$ cat config.mk
export PLATFORM = sky130hd
export DESIGN_NAME = du_reg_dumper_flat
export DESIGN_NICKNAME = d
export VERILOG_FILES = /design/src/rtl/du_reg_dumper_if.sv /design/src/rtl/du_reg_dumper.sv /design/src/flat_wrapper.sv
export SDC_FILE = /design/constraint.sdc
export NUM_CORES = 1
export LEC_CHECK = 0
export CELL_PAD_IN_SITES_DETAIL_PLACEMENT = 1
export CELL_PAD_IN_SITES_GLOBAL_PLACEMENT = 1
export CORE_ASPECT_RATIO = 2
export CORE_MARGIN = 4
export CORE_UTILIZATION = 37
export DETAILED_ROUTE_END_ITERATION = 8
export PLACE_DENSITY_LB_ADDON = 0.1
export RECOVER_POWER = 50
export SYNTH_ARGS = -nofsm -noshare
export SYNTH_HDL_FRONTEND = slang
export SYNTH_SLANG_ARGS = --single-unit
$ cat constraint.sdc
create_clock -name i_clk -period 5.2 [get_ports i_clk]
set_input_delay 1.56 -clock i_clk [delete_from_list [all_inputs] [get_ports i_clk]]
set_output_delay 1.56 -clock i_clk [all_outputs]
set_load 0.01 [all_outputs]
$ cat src/rtl/du_reg_dumper_if.sv
// Start request, register-file debug read port and UART TX byte handshake of the register dumper.
// The dumper takes the master side; the debug controller, register file and UART TX take the slave side.
interface du_reg_dumper_if #(
    parameter int ADDR_W = 5,
    parameter int DATA_W = 32
);
    logic              i_start;
    logic [ADDR_W-1:0] o_du_reg_addr;
    logic [DATA_W-1:0] i_du_reg_data;
    logic [7:0]        o_tx_data;
    logic              o_tx_valid;
    logic              i_tx_ready;
    logic              o_busy;
    logic              o_done;

    modport master (
        input  i_start,
        input  i_du_reg_data,
        input  i_tx_ready,
        output o_du_reg_addr,
        output o_tx_data,
        output o_tx_valid,
        output o_busy,
        output o_done
    );

    modport slave (
        output i_start,
        output i_du_reg_data,
        output i_tx_ready,
        input  o_du_reg_addr,
        input  o_tx_data,
        input  o_tx_valid,
        input  o_busy,
        input  o_done
    );
endinterface

$ cat src/rtl/du_reg_dumper.sv
// Walks the register-file debug port and streams every register MSB-first as bytes to the UART TX.
// Define DU_DUMP_CHECKSUM_EN to append an XOR checksum byte of the whole dump after the last register.
module du_reg_dumper #(
    parameter int NUM_REGS = 32,
    parameter int ADDR_W   = 5,
    parameter int DATA_W   = 32
) (
    input logic             i_clk,
    input logic             i_reset,
    du_reg_dumper_if.master bus
);
    localparam int BYTES  = DATA_W / 8;
    localparam int BIDX_W = $clog2(BYTES + 1);

    typedef enum logic [2:0] {
        IDLE,
        READ,
        LATCH,
        SEND,
        NEXT,
        DONE
`ifdef DU_DUMP_CHECKSUM_EN
        ,
        CSUM
`endif
    } state_t;

    state_t              state;
    state_t              state_next;
    logic [ADDR_W-1:0]   reg_idx;
    logic [BIDX_W-1:0]   byte_idx;
    logic [DATA_W-1:0]   shift;
    logic                tx_offer;
    logic                xfer;
    logic                last_byte;
    logic                last_reg;
`ifdef DU_DUMP_CHECKSUM_EN
    logic [7:0]          csum;
`endif

`ifdef DU_DUMP_CHECKSUM_EN
    assign tx_offer = (state == SEND) || (state == CSUM);
`else
    assign tx_offer = (state == SEND);
`endif
    assign xfer      = tx_offer && bus.i_tx_ready;
    assign last_byte = (byte_idx == BIDX_W'(BYTES - 1));
    assign last_reg  = (reg_idx == ADDR_W'(NUM_REGS - 1));

    // The address only moves on entry to READ, so it is stable through READ and LATCH.
    assign bus.o_du_reg_addr = reg_idx;

    always_ff @(posedge i_clk) begin
        if (i_reset) begin
            state <= IDLE;
        end else begin
            state <= state_next;
        end
    end

    always_comb begin
        state_next     = state;
        bus.o_tx_valid = tx_offer;
        bus.o_tx_data  = shift[DATA_W-1 -: 8];
        bus.o_busy     = 1'b0;
        bus.o_done     = 1'b0;
        case (state)
            IDLE: begin
                if (bus.i_start) begin
                    state_next = READ;
                end
            end
            READ: begin
                bus.o_busy = 1'b1;
                state_next = LATCH;
            end
            LATCH: begin
                bus.o_busy = 1'b1;
                state_next = SEND;
            end
            SEND: begin
                bus.o_busy = 1'b1;
                if (xfer && last_byte) begin
                    state_next = NEXT;
                end
            end
            NEXT: begin
                bus.o_busy = 1'b1;
                if (!last_reg) begin
                    state_next = READ;
                end else begin
`ifdef DU_DUMP_CHECKSUM_EN
                    state_next = CSUM;
`else
                    state_next = DONE;
`endif
                end
            end
`ifdef DU_DUMP_CHECKSUM_EN
            CSUM: begin
                bus.o_busy    = 1'b1;
                bus.o_tx_data = csum;
                if (xfer) begin
                    state_next = DONE;
                end
            end
`endif
            DONE: begin
                bus.o_done = 1'b1;
                state_next = IDLE;
            end
            default: begin
                state_next = IDLE;
            end
        endcase
    end

    // The word is captured once in LATCH; later writes to the register file do not reach the stream.
    always_ff @(posedge i_clk) begin
        if (i_reset) begin
            reg_idx  <= '0;
            byte_idx <= '0;
            shift    <= '0;
        end else begin
            case (state)
                IDLE: begin
                    if (bus.i_start) begin
                        reg_idx  <= '0;
                        byte_idx <= '0;
                    end
                end
                LATCH: begin
                    shift <= bus.i_du_reg_data;
                end
                SEND: begin
                    if (xfer) begin
                        shift    <= shift << 8;
                        byte_idx <= byte_idx + BIDX_W'(1);
                    end
                end
                NEXT: begin
                    byte_idx <= '0;
                    if (!last_reg) begin
                        reg_idx <= reg_idx + ADDR_W'(1);
                    end
                end
                default: begin
                end
            endcase
        end
    end

`ifdef DU_DUMP_CHECKSUM_EN
    always_ff @(posedge i_clk) begin
        if (i_reset) begin
            csum <= '0;
        end else if (state == IDLE && bus.i_start) begin
            csum <= '0;
        end else if (state == SEND && xfer) begin
            csum <= csum ^ bus.o_tx_data;
        end
    end
`endif
endmodule

$ cat src/flat_wrapper.sv
// flat-port wrapper written by rule: the top's interface ports become plain ports
module du_reg_dumper_flat 
#(
    parameter int NUM_REGS = 32,
    parameter int ADDR_W   = 5,
    parameter int DATA_W   = 32
)
  (i_clk, i_reset, bus_i_start, bus_i_du_reg_data, bus_i_tx_ready, bus_o_du_reg_addr, bus_o_tx_data, bus_o_tx_valid, bus_o_busy, bus_o_done);
  du_reg_dumper_if #(.ADDR_W(ADDR_W), .DATA_W(DATA_W)) bus_i ();
  input logic i_clk;
  input logic i_reset;
  input wire logic [$bits(bus_i.i_start)-1:0] bus_i_start;
  input wire logic [$bits(bus_i.i_du_reg_data)-1:0] bus_i_du_reg_data;
  input wire logic [$bits(bus_i.i_tx_ready)-1:0] bus_i_tx_ready;
  output wire logic [$bits(bus_i.o_du_reg_addr)-1:0] bus_o_du_reg_addr;
  output wire logic [$bits(bus_i.o_tx_data)-1:0] bus_o_tx_data;
  output wire logic [$bits(bus_i.o_tx_valid)-1:0] bus_o_tx_valid;
  output wire logic [$bits(bus_i.o_busy)-1:0] bus_o_busy;
  output wire logic [$bits(bus_i.o_done)-1:0] bus_o_done;
  assign bus_i.i_start = bus_i_start;
  assign bus_i.i_du_reg_data = bus_i_du_reg_data;
  assign bus_i.i_tx_ready = bus_i_tx_ready;
  assign bus_o_du_reg_addr = bus_i.o_du_reg_addr;
  assign bus_o_tx_data = bus_i.o_tx_data;
  assign bus_o_tx_valid = bus_i.o_tx_valid;
  assign bus_o_busy = bus_i.o_busy;
  assign bus_o_done = bus_i.o_done;
  du_reg_dumper #(.NUM_REGS(NUM_REGS), .ADDR_W(ADDR_W), .DATA_W(DATA_W)) u_core (.i_clk(i_clk), .i_reset(i_reset), .bus(bus_i));
endmodule
==> results.toml, run 1 <==
[logic_synthesis]
synthMostInstantiatedCell = "nand2_1"
yosys_warnings = 0
ys_ff_latch = 43
synth_top_area_cell = "dfxtp_1"
async_reset_ff_share_pct = 0
synth_top_area_share_pct = 44.9
synth_seq_area_share_pct = 44.9
synth_nets = 278
netlist_top_cells_count = "nand2_1 (51), dfxtp_1 (43), nor2_1 (41)"
netlist_area_um2 = 1920
synthDistinctLibCells = 32
syn_avg_cell_area_um2 = 8.06
synth_flop_cell = "dfxtp_1"
synthTopCellsByArea = "dfxtp_1 (45%), a311oi_1 (11%), nand2_1 (10%), nor2_1 (8.0%), buf_4 (3.5%)"
syn_inst = 238
synth_edf_count = 0

[setup_path]
reg2reg_to = "u_core.shift[9]"
critical_path.max_fanout = 27
cp.required_ps = 3640
setup.worst_path.start = "u_core.state[2]"
worstSetupPathType = "register to output port"
reg2reg_from = "u_core.state[2]"
r2r_cells = 4
arrival_ps = 1910
rrSetupSlack_ps = 3150
end_kind = "output port"
endpoint = "bus_o_tx_valid"
worstSetupStartpointType = "register"

[finish]
antenna-diode-count = 0
multi_input_area_um2 = 910
nFillCells = 619
post_route_cells_drive_above_1_share_pct = 4.01
final-seq-area_um2 = 861
finish.net_count = 313
syn2layout_area_growth_pct = 30.9

[grt]
antenna_found_initial = 0
grt_remaining_overflow = 0
grt_pass1_wl_um = 7690
grt_usage_pct = 15.3
grt_max_degree = 49
grt_pass1_vias = 1748

[clock_tree]
cts_tree = "yes"
clockBufferDepth = 2
path_clk_slew_ps = 80
cts_hold_buffers = 0
htree_num_levels = 2
numClockSinks = 43
cts_resized = 0
clk_latency_ps = 290
post-cts-setup-buffers = 0
ctsRootBufferMaster = "clkbuf_8"
cts_made_buffers = 5

[timing]
period_needed_ps = 3470
worst_pin_slew_ps = 1940
tns_ps = 0
max_freq_mhz = 288
holdWs_ps = 474
slew_violations = 45
final.period_utilization_pct = 66.8
finalHoldViolCount = 0
max_slew_margin_pct = -29.4
skew_ps = 5.41
setup_viol_count_final = 0
rsz0062_at_grt = "no"

[drt]
dr.pass1.iters = 4
postRouteAntennaNets = 0
num_vias = 1759
via_per_inst = 5.31
drc_errors = 0
wl_um = 4750
drt_iter0_drc = 47
post_drt_wl_per_cell_um = 14.4

[status]
status = "finished with violations"
failed_checks = "capacitance limit, slew limit"

[power]
powerDensity_nw_per_um2 = 331
p_leak_nw = 0.952
peakVddDrop_mv = 0.264

[hold_path]
min_path_cells = 2
hold_path.class = "register to register"

[placed_design]
routabilityCongestion = 0.672
portBuffers = 51
dp_hpwl_um = 3330

[die]
std_cell_rows = 36
pin_count = 52
core_um2 = 4950
initial_core_util_pct = 38.7
die_w_um = 58.9
dieArea_um2 = 6470
die-height_um = 110

[flow_run]
maxCapViolations = 1
[worst max-delay path, cell delays in order (launching register included)]
cell             delay (ps)
dfxtp_1                 440
nand3b_1                240
clkinv_1                 60
buf_4                   280
clkdlybuf4s50_1         600
[worst min-delay path by stage]
stage / start / to / slack (ps)
2_1_floorplan: u_core.byte_idx[2] / u_core.byte_idx[2] / 450
3_3_place_gp: u_core.shift[12] / u_core.shift[20] / 460
3_5_place_dp: u_core.shift[10] / u_core.shift[18] / 470
4_1_cts: u_core.shift[6] / u_core.shift[14] / 480
5_1_grt: u_core.shift[11] / u_core.shift[19] / 500
6_report: u_core.shift[7] / u_core.shift[15] / 470
[cell usage in the layout (no fill, tap or decap), types with 4 or more instances in the layout]
cell type	n
dlygate4sd3_1	12
a311oi_1	24
a21oi_1	8
clkbuf_8	5
a22oi_1	8
nor2_1	41
inv_1	4
dfxtp_1	43
nand2_1	51
ha_1	4
nor3_1	4
clkdlybuf4s50_1	38
[registers in the layout (all words and copies together), names as in the netlist]
| register | count |
|---|---|
| u_core.state | 3 |
| u_core.bus.o_du_reg_addr | 5 |
| u_core.byte_idx | 3 |
| u_core.shift | 32 |
[kinds of logic (layout without fill, tap and decap cells)]
group           count (synthesis)  in the layout  synth area share [%]
fa+ha+maj                       4              4                  2.61
xor+xnor                        1              1                 0.456
mux                             2              2                  1.04
flops                          43             43                  44.9
simple gates                  108            108                  22.9
compound gates                 50             50                  19.8
buf+inv                        30             66                  8.34
[stage by stage]
stage / total power [mW] / utilization (%) / cells / area [um2] / setup slack, ps
floorplan: 0.482 / - / 238 / 1920 / 2690
global placement: 0.534 / 48.1 / 323 / 2380 / 1740
detailed placement: 0.540 / 48.1 / 323 / 2380 / 1680
CTS: 0.847 / 50.7 / 331 / 2510 / 1700
global route: 0.874 / 50.7 / 331 / 2510 / 1600
finish: 0.830 / 50.7 / 331 / 2510 / 1730
[power breakdown]
group          total [mW]  switching, mW  leakage [nW]  internal [mW]
Sequential          0.377         0.0182         0.351          0.359
Combinational       0.149         0.0774         0.536         0.0715
Clock               0.304          0.112        0.0654          0.192
[final cells by class]
class | instances | share of cell area (%)
multi-input cells | 165 | 36.2
flip-flops and latches | 43 | 34.3
repair buffers | 53 | 20.7
clock buffers | 6 | 2.89
well taps | 57 | 2.84
clock inverters | 2 | 2.39
inverters | 5 | 0.747
[layer usage]
metal	track usage, %	up-vias	share of wire [%]
met4	6.32	0	1.9
met1	16.0	824	40
li1	-	894	-
met3	2.94	6	4.3
met5	0	-	0
met2	28.7	35	54
(Power assumes the default switching activity.)
==> run 2, diff against run 1 <==
--- a/config.mk
+++ b/config.mk
@@ -9,7 +9,7 @@
 export CELL_PAD_IN_SITES_GLOBAL_PLACEMENT = 1
 export CORE_ASPECT_RATIO = 2
 export CORE_MARGIN = 4
-export CORE_UTILIZATION = 37
+export CORE_UTILIZATION = 34
 export DETAILED_ROUTE_END_ITERATION = 8
 export PLACE_DENSITY_LB_ADDON = 0.1
 export RECOVER_POWER = 50
==> constraint.sdc (replaced) <==
create_clock -name i_clk -period 3.4 [get_ports i_clk]
set_input_delay 1.02 -clock i_clk [delete_from_list [all_inputs] [get_ports i_clk]]
set_output_delay 1.02 -clock i_clk [all_outputs]
set_load 0.01 [all_outputs]
==> results.toml, run 2 (synthesized netlist as in run 1, its figures left out) <==
[timing]
max_slew_margin_pct = -7.50
skew_ps = 1.59
slew_violations = 37
finalHoldViolCount = 0
rsz0062_at_grt = "no"
layout_setup_ws_ps = 613
final.period_utilization_pct = 82.0
worst_pin_slew_ps = 1610
setup_viol_count_final = 0
holdWs_ps = 477
tns_ps = 0
max_freq_mhz = 359
period_needed_ps = 2790

[finish]
largest_reg_flops = 32
layout_common_cells = "nand2_1 (51), dfxtp_1 (43), nor2_1 (41), clkdlybuf4s50_1 (38), a311oi_1 (24)"
antenna-diode-count = 0
top_register = "u_core.shift"
finish.net_count = 316
final_common_cell = "nand2_1"
syn2layout_area_growth_pct = 29.4
post_route_cells_drive_above_1_share_pct = 4.33

[status]
status = "finished with violations"
failed_checks = "capacitance limit, slew limit"

[placed_design]
place_ws_ps = 751
routabilityCongestion = 0.686
portBuffers = 51
dp_hpwl_um = 3380

[die]
core_um2 = 5470
pin_count = 52
std_cell_rows = 38
initial_core_util_pct = 35.1
die-height_um = 114
dieArea_um2 = 6980
die_w_um = 61.1

[hold_path]
hp-start = "u_core.shift[23]"
holdPathEnd = "u_core.shift[31]"
min_path_cells = 2
hold_path.class = "register to register"

[power]
peakVddDrop_mv = 0.293
powerDensity_nw_per_um2 = 450
p_leak_nw = 0.940

[grt]
grt_pass1_wl_um = 7960
grt_remaining_overflow = 0
grt_usage_pct = 14.9
antenna_found_initial = 0
grt_max_degree = 49
grt_pass1_vias = 1796

[setup_path]
arrival_ps = 1770
cp.required_ps = 2380
r2r_cells = 7
reg2reg_from = "u_core.bus.o_du_reg_addr[0]"
rrSetupSlack_ps = 1440
reg2reg_to = "u_core.bus.o_du_reg_addr[3]"
critical_path.max_fanout = 12
end_kind = "output port"
setup.worst_path.start = "u_core.state[2]"
worstSetupPathType = "register to output port"
worstSetupStartpointType = "register"

[clock_tree]
post-cts-setup-buffers = 0
cts_tree = "yes"
htree_num_levels = 2
cts_hold_buffers = 0
clockBufferDepth = 2
ctsRootBufferMaster = "clkbuf_8"
numClockSinks = 43
cts_made_buffers = 5
path_clk_slew_ps = 80
cts_resized = 0
clk_latency_ps = 280

[drt]
wl_um = 4770
postRouteAntennaNets = 0
via_per_inst = 5.22
drt_iter0_drc = 59
num_vias = 1759
drc_errors = 0
post_drt_wl_per_cell_um = 14.2
dr.pass1.iters = 4

[flow_run]
maxCapViolations = 1
[run 2: area by class of cell]
type | count | area [um2]
fill | 677 | 2980
multi-input combinational | 165 | 910
sequential | 43 | 861
timing repair buffer | 56 | 538
clock buffer | 7 | 76.3
tap | 60 | 75.1
inverter | 5 | 18.8
clock inverter | 1 | 5.00
[run 2: worst max path at each step]
stage | end | slack (ps) | depth (start not counted)
6_report | bus_o_done | 610 | 3
4_1_cts | bus_o_done | 600 | 3
5_1_grt | bus_o_done | 470 | 3
2_1_floorplan | bus_o_busy | 1430 | 3
3_3_place_gp | u_core.shift[30] | 840 | 6
3_5_place_dp | u_core.shift[13] | 750 | 6
[run 2: through the flow]
| stage | utilization [%] | cell area (um2) | instances | total power [mW] |
|---|---|---|---|---|
| after global routing | 45.4 | 2480 | 337 | 1.19 |
| after CTS | 45.5 | 2490 | 337 | 1.14 |
| after global placement | 44.0 | 2410 | 329 | 0.823 |
| final | 45.4 | 2480 | 337 | 1.12 |
| after floorplan | - | 1920 | 238 | 0.737 |
| after detailed placement | 44.0 | 2410 | 329 | 0.831 |
[run 2: critical path: stages, from the launching register on]
cell and delay (ps):
dfxtp_1 570, inv_1 140, nor3b_1 200, clkdlybuf4s50_1 570
[run 2: layer usage]
layer / up-vias / wire (um) / global-route usage (%)
li1: 898 / - / -
met1: 821 / 1980 / 16.3
met2: 36 / 2520 / 27.4
met3: 4 / 218 / 2.82
met4: 0 / 48 / 4.34
met5: - / 0 / 0
[run 2: power by group]
part	internal, mW	switching (mW)	total [mW]
clock	0.144	0.164	0.308
sequential	0.549	0.0280	0.577
combinational	0.113	0.119	0.232
total	0.807	0.311	1.12
